[src/rtl/fir_coeff_receiver.sv]
// Coefficient-load responder: assembles {cin_hi, cin_lo} pairs into shadow registers and
// commits the whole set to the active tap bank when load rises after a complete sequence.
module fir_coeff_receiver #(
   parameter int unsigned COEFF_SIZE = 4,
   parameter int unsigned WIDTH      = 16
) (
   input  logic                                 clk,
   input  logic                                 reset,
   input  logic                                 load,
   input  logic                                 cin_valid,
   input  logic [WIDTH-1:0]                     cin_hi,
   input  logic [WIDTH-1:0]                     cin_lo,
   input  logic                                 err_clr,
   output logic [COEFF_SIZE*2*WIDTH-1:0]        coeff_flat,
   output logic                                 coeff_ready,
   output logic [$clog2(COEFF_SIZE+1)-1:0]      word_count,
   output logic                                 short_err,
   output logic                                 ovf_err
);

   localparam int unsigned CoeffW = 2 * WIDTH;
   localparam int unsigned CntW   = $clog2(COEFF_SIZE + 1);
   localparam int unsigned BankW  = COEFF_SIZE * CoeffW;
   localparam logic [CntW-1:0] LastCnt = CntW'(COEFF_SIZE - 1);

   typedef enum logic [1:0] {StLoad, StFull, StRun, StError} state_e;

   state_e            state_q, state_d;
   logic [CntW-1:0]   word_count_q, word_count_d;
   logic [BankW-1:0]  shadow_q, shadow_d;
   logic [BankW-1:0]  active_q, active_d;
   logic              ready_q, ready_d;
   logic              short_q, short_d;
   logic              ovf_q, ovf_d;
   logic              short_set, ovf_set;

   always_ff @(posedge clk or posedge reset) begin
      if (reset) begin
         state_q <= StLoad;
      end else begin
         state_q <= state_d;
      end
   end

   // load has priority over cin_valid in every state
   always_comb begin
      state_d = state_q;
      case (state_q)
         StLoad: begin
            if (load) begin
               state_d = StError;
            end else if (cin_valid && (word_count_q == LastCnt)) begin
               state_d = StFull;
            end
         end
         StFull:  if (load)  state_d = StRun;
         StRun:   if (!load) state_d = StLoad;
         StError: if (!load) state_d = StLoad;
         default: state_d = StLoad;
      endcase
   end

   always_comb begin
      word_count_d = word_count_q;
      shadow_d     = shadow_q;
      active_d     = active_q;
      ready_d      = ready_q;
      short_set    = 1'b0;
      ovf_set      = 1'b0;
      case (state_q)
         StLoad: begin
            if (load) begin
               short_set = 1'b1;
            end else if (cin_valid) begin
               for (int unsigned k = 0; k < COEFF_SIZE; k++) begin
                  if (word_count_q == CntW'(k)) begin
                     shadow_d[k*CoeffW +: CoeffW] = {cin_hi, cin_lo};
                  end
               end
               word_count_d = word_count_q + 1'b1;
            end
         end
         StFull: begin
            if (load) begin
               active_d = shadow_q;
               ready_d  = 1'b1;
            end else if (cin_valid) begin
               ovf_set = 1'b1;
            end
         end
         StRun, StError: begin
            if (!load) word_count_d = '0;
         end
         default: ;
      endcase
      // A new error event in the same cycle as err_clr keeps the flag set
      short_d = (short_q & ~err_clr) | short_set;
      ovf_d   = (ovf_q & ~err_clr) | ovf_set;
   end

   always_ff @(posedge clk or posedge reset) begin
      if (reset) begin
         word_count_q <= '0;
         shadow_q     <= '0;
         active_q     <= '0;
         ready_q      <= 1'b0;
         short_q      <= 1'b0;
         ovf_q        <= 1'b0;
      end else begin
         word_count_q <= word_count_d;
         shadow_q     <= shadow_d;
         active_q     <= active_d;
         ready_q      <= ready_d;
         short_q      <= short_d;
         ovf_q        <= ovf_d;
      end
   end

   assign coeff_flat  = active_q;
   assign coeff_ready = ready_q;
   assign word_count  = word_count_q;
   assign short_err   = short_q;
   assign ovf_err     = ovf_q;

endmodule

[config.mk]
export PLATFORM = sky130hd
export DESIGN_NAME = fir_coeff_receiver
export DESIGN_NICKNAME = d
export VERILOG_FILES = /design/src/rtl/fir_coeff_receiver.sv
export SDC_FILE = /design/constraint.sdc
export NUM_CORES = 1
export LEC_CHECK = 0
export CAP_MARGIN = 30
export CORE_MARGIN = 3
export CORE_UTILIZATION = 45
export DETAILED_ROUTE_END_ITERATION = 16
export PLACE_DENSITY = 0.68
export SLEW_MARGIN = 20
export SYNTH_ARGS = -nofsm -noshare
export SYNTH_HDL_FRONTEND = slang
export SYNTH_SLANG_ARGS = --single-unit
[constraint.sdc]
create_clock -name clk -period 26.4 [get_ports clk]
set_input_delay 5.28 -clock clk [delete_from_list [all_inputs] [get_ports clk]]
set_output_delay 5.28 -clock clk [all_outputs]
set_load 0.01 [all_outputs]
==> results.yml <==
grt:
  antenna_found_initial: 0
  grt_first_pass_wirelength_mm: 32.7
  grt_max_degree: 99
  gr-total-overflow: 0
  grt_use_total_pct: 17.0
  grt_pass1_vias: 6000
power_and_ir_drop:
  p_switching_mw: 0.324
  pwr_density_cell_mw_per_mm2: 99.0
  fin_total_pwr_mw: 1.28
  peakVddDrop_v: 0.0000619
  combPwrFrac_pct: 24.1
  sw_frac_of_total_pct: 25.4
  intPower_mw: 0.954
  power.share.clock_pct: 29.5
  seq_power_share_pct: 46.3
  leakage_nw: 6.11
sta:
  tightestPinTransition_ns: 0.753
  final-hold-violation-count: 0
  timing.fmax_mhz: 138
  fin_ws_ns: 19.17
  holdWs_ns: 0.492
  finClkSkew_ns: 0.0128
  slew_headroom_pct: 49.8
  finalCriticalPeriod_ns: 7.23
  drv_slew: 0
  setup_tns_ns: 0
  min_period_over_period_pct: 27.4
  setup_viol: 0
  grt_setup_unrepaired: "no"
layout:
  syn_to_final_growth_pct: 29.9
  layout_commonest_cell: "dfrtp_1"
  nNetsFinal: 808
  final_util_pct: 60.5
  n_antenna_cell: 0
  n_fill_cell: 1645
  final_cell_mix: "dfrtp_1 (264), mux2_2 (256), clkdlybuf4s50_1 (170)"
  drive_gt1_share_pct: 40.5
synthesis:
  synth_edf_count: 0
  netlist_instances: 584
  synth-main-ff-cell: "dfrtp_1"
  synth_top_family_by_area: "multiplexers"
  synth.cell_area_sq_mm: 0.00994
  synth_fa_ha_area_share_pct: 0.629
  seq_area_frac_synth_pct: 66.5
  ys_types: 23
  synth-async-reset-ratio_pct: 100
  yosys_warnings: 0
  avgSynthCellArea_sq_um: 17.0
  synth_nets: 626
  synth_xor_area_share_pct: 0
  synthMuxAreaShare_pct: 29.1
  synth-compound-area-share_pct: 0.566
  ys_seq_elements: 264
  synthSimpleGateAreaFrac_pct: 0.982
floorplan:
  io_pins: 171
  dieHeight_um: 155
  coreArea_sq_mm: 0.0214
  rows: 53
  chipWidth_um: 155
  dieArea_sq_mm: 0.0239
  initial_utilization_pct: 46.6
cts:
  cts_made_buffers: 27
  post_cts_resized: 0
  clk_latency_ns: 0.52
  cts_root_buf: "clkbuf_16"
  cts_num_sinks: 264
  postCtsSetupBuffers: 0
  cts_buffer_depth: 3
  htree_levels: 1
  hold_buffers: 0
  clkSlewWorstSetupHoldPaths_ns: 0.06
  cts_tree: "yes"
placed_design:
  dp.final_hpwl_mm: 13.3
  port_buffers: 170
  post-place-ws_ns: 18.21
  gp_congestion: 0.743
drt:
  first_pass_iters: 3
  num_vias: 5399
  drc: 0
  wl_mm: 20.3
  vias_per_cell: 5.09
  drtIter0Drc: 176
  detail_route.wl_per_cell_um: 19.1
  postRouteAntennaNets: 0
worst_setup_path:
  cp_max_fo: 17
  r2r_cells: 4
  max_stage_delay_ns: 0.59
  crit_type: "input pin to flop"
  critPathArrivalTime_ns: 7.64
  cp-start-kind: "input pin"
  endpoint_kind: "flop"
  cp_num_buf_inv: 2
  cp_top_family: "simple AND/OR/NAND/NOR gates"
  slowest_stage: "clkdlybuf4s50_1"
  cp.required_ns: 26.81
  crit_path_cell_trace: "clkdlybuf4s50_1 > nor4b_4 > nand3_2 > buf_16 > mux2_2"
  cp.depth: 5
flow_run:
  drv_cap: 0
run_status:
  status: "finished, final reports clean"
worst_hold_path:
  hp-class: "flop to flop"
  hold_depth: 1
-- per-layer routing --
| metal | share of wire (%) | up-vias | GRT usage, % |
|---|---|---|---|
| met5 | 0 | - | 0 |
| met4 | 1.9 | 0 | 4.21 |
| met3 | 6.5 | 28 | 4.39 |
| met2 | 48 | 135 | 27.5 |
| met1 | 44 | 2819 | 23.2 |
| li1 | - | 2417 | - |
-- path summary, 6_finish.rpt --
check | to | from | slack [ns]
max | shadow_q[10] | load | 19.17
min | coeff_ready | coeff_ready | 0.49
max reg2reg | shadow_q[10] | state_q[1] | 24.05
min reg2reg | coeff_ready | coeff_ready | 0.49
max in group asynchronous | shadow_q[105] | reset | 19.18
min in group asynchronous | coeff_flat[112] | reset | 5.25
-- through the flow --
step | std cells | instance area (sq um)
5_1_grt | 1061 | 12900
2_1_floorplan | 584 | 9940
4_1_cts | 1059 | 12900
3_3_place_gp | 1005 | 11800
3_5_place_dp | 1010 | 12000
6_report | 1061 | 12900
-- logic make-up after synthesis --
logic type               count (synthesis)
AND/OR/NAND/NOR                         15
multiplexers                           257
AO/OA/AOI/OAI                            8
adder cells (fa/ha/maj)                  5
flip-flops                             264
buffers and inverters                   35
-- synth_stat cells (2+ instances only) --
cell | number | area (sq um)
ha_1 | 5 | 62.6
buf_6 | 9 | 101
buf_2 | 13 | 65.1
nand2_1 | 5 | 18.8
buf_1 | 3 | 11.3
inv_1 | 7 | 26.3
dfrtp_1 | 264 | 6610
nor2_1 | 2 | 7.51
mux2_2 | 256 | 2880
a22o_2 | 2 | 20.0
o21ai_0 | 3 | 15.0
clkbuf_1 | 2 | 7.51
nand3_1 | 3 | 15.0
-- power by group through the flow --
stage	registers [mW]	clock network [mW]	logic (mW)
6_report	0.592	0.378	0.308
2_1_floorplan	0.609	0	0.122
3_5_place_dp	0.599	0	0.312
4_1_cts	0.593	0.389	0.313
3_3_place_gp	0.591	0	0.303
5_1_grt	0.607	0.405	0.331
-- state kept, by name (all words and copies together), names as in the netlist --
signal / flops
state_q: 2
coeff_ready: 1
coeff_flat: 128
word_count: 3
short_err: 1
shadow_q: 128
ovf_err: 1
-- cell type report --
| class | count | area, sq um | area share [%] |
|---|---|---|---|
| Clock buffer | 38 | 757 | 5.86 |
| Clock inverter | 11 | 134 | 1.04 |
| Inverter | 7 | 33.8 | 0.262 |
| Multi-Input combinational cell | 285 | 3130 | 24.2 |
| Sequential cell | 264 | 6610 | 51.2 |
| Tap cell | 275 | 344 | 2.66 |
| Timing Repair Buffer | 181 | 1910 | 14.8 |
-- worst reg2reg max path: stages, from the launching register on --
cell and delay [ns]:
dfrtp_1 0.46, nor4b_4 0.55, nand3_2 0.56, buf_16 0.38, mux2_2 0.30
No activity file was read; power rests on OpenSTA's default activity.
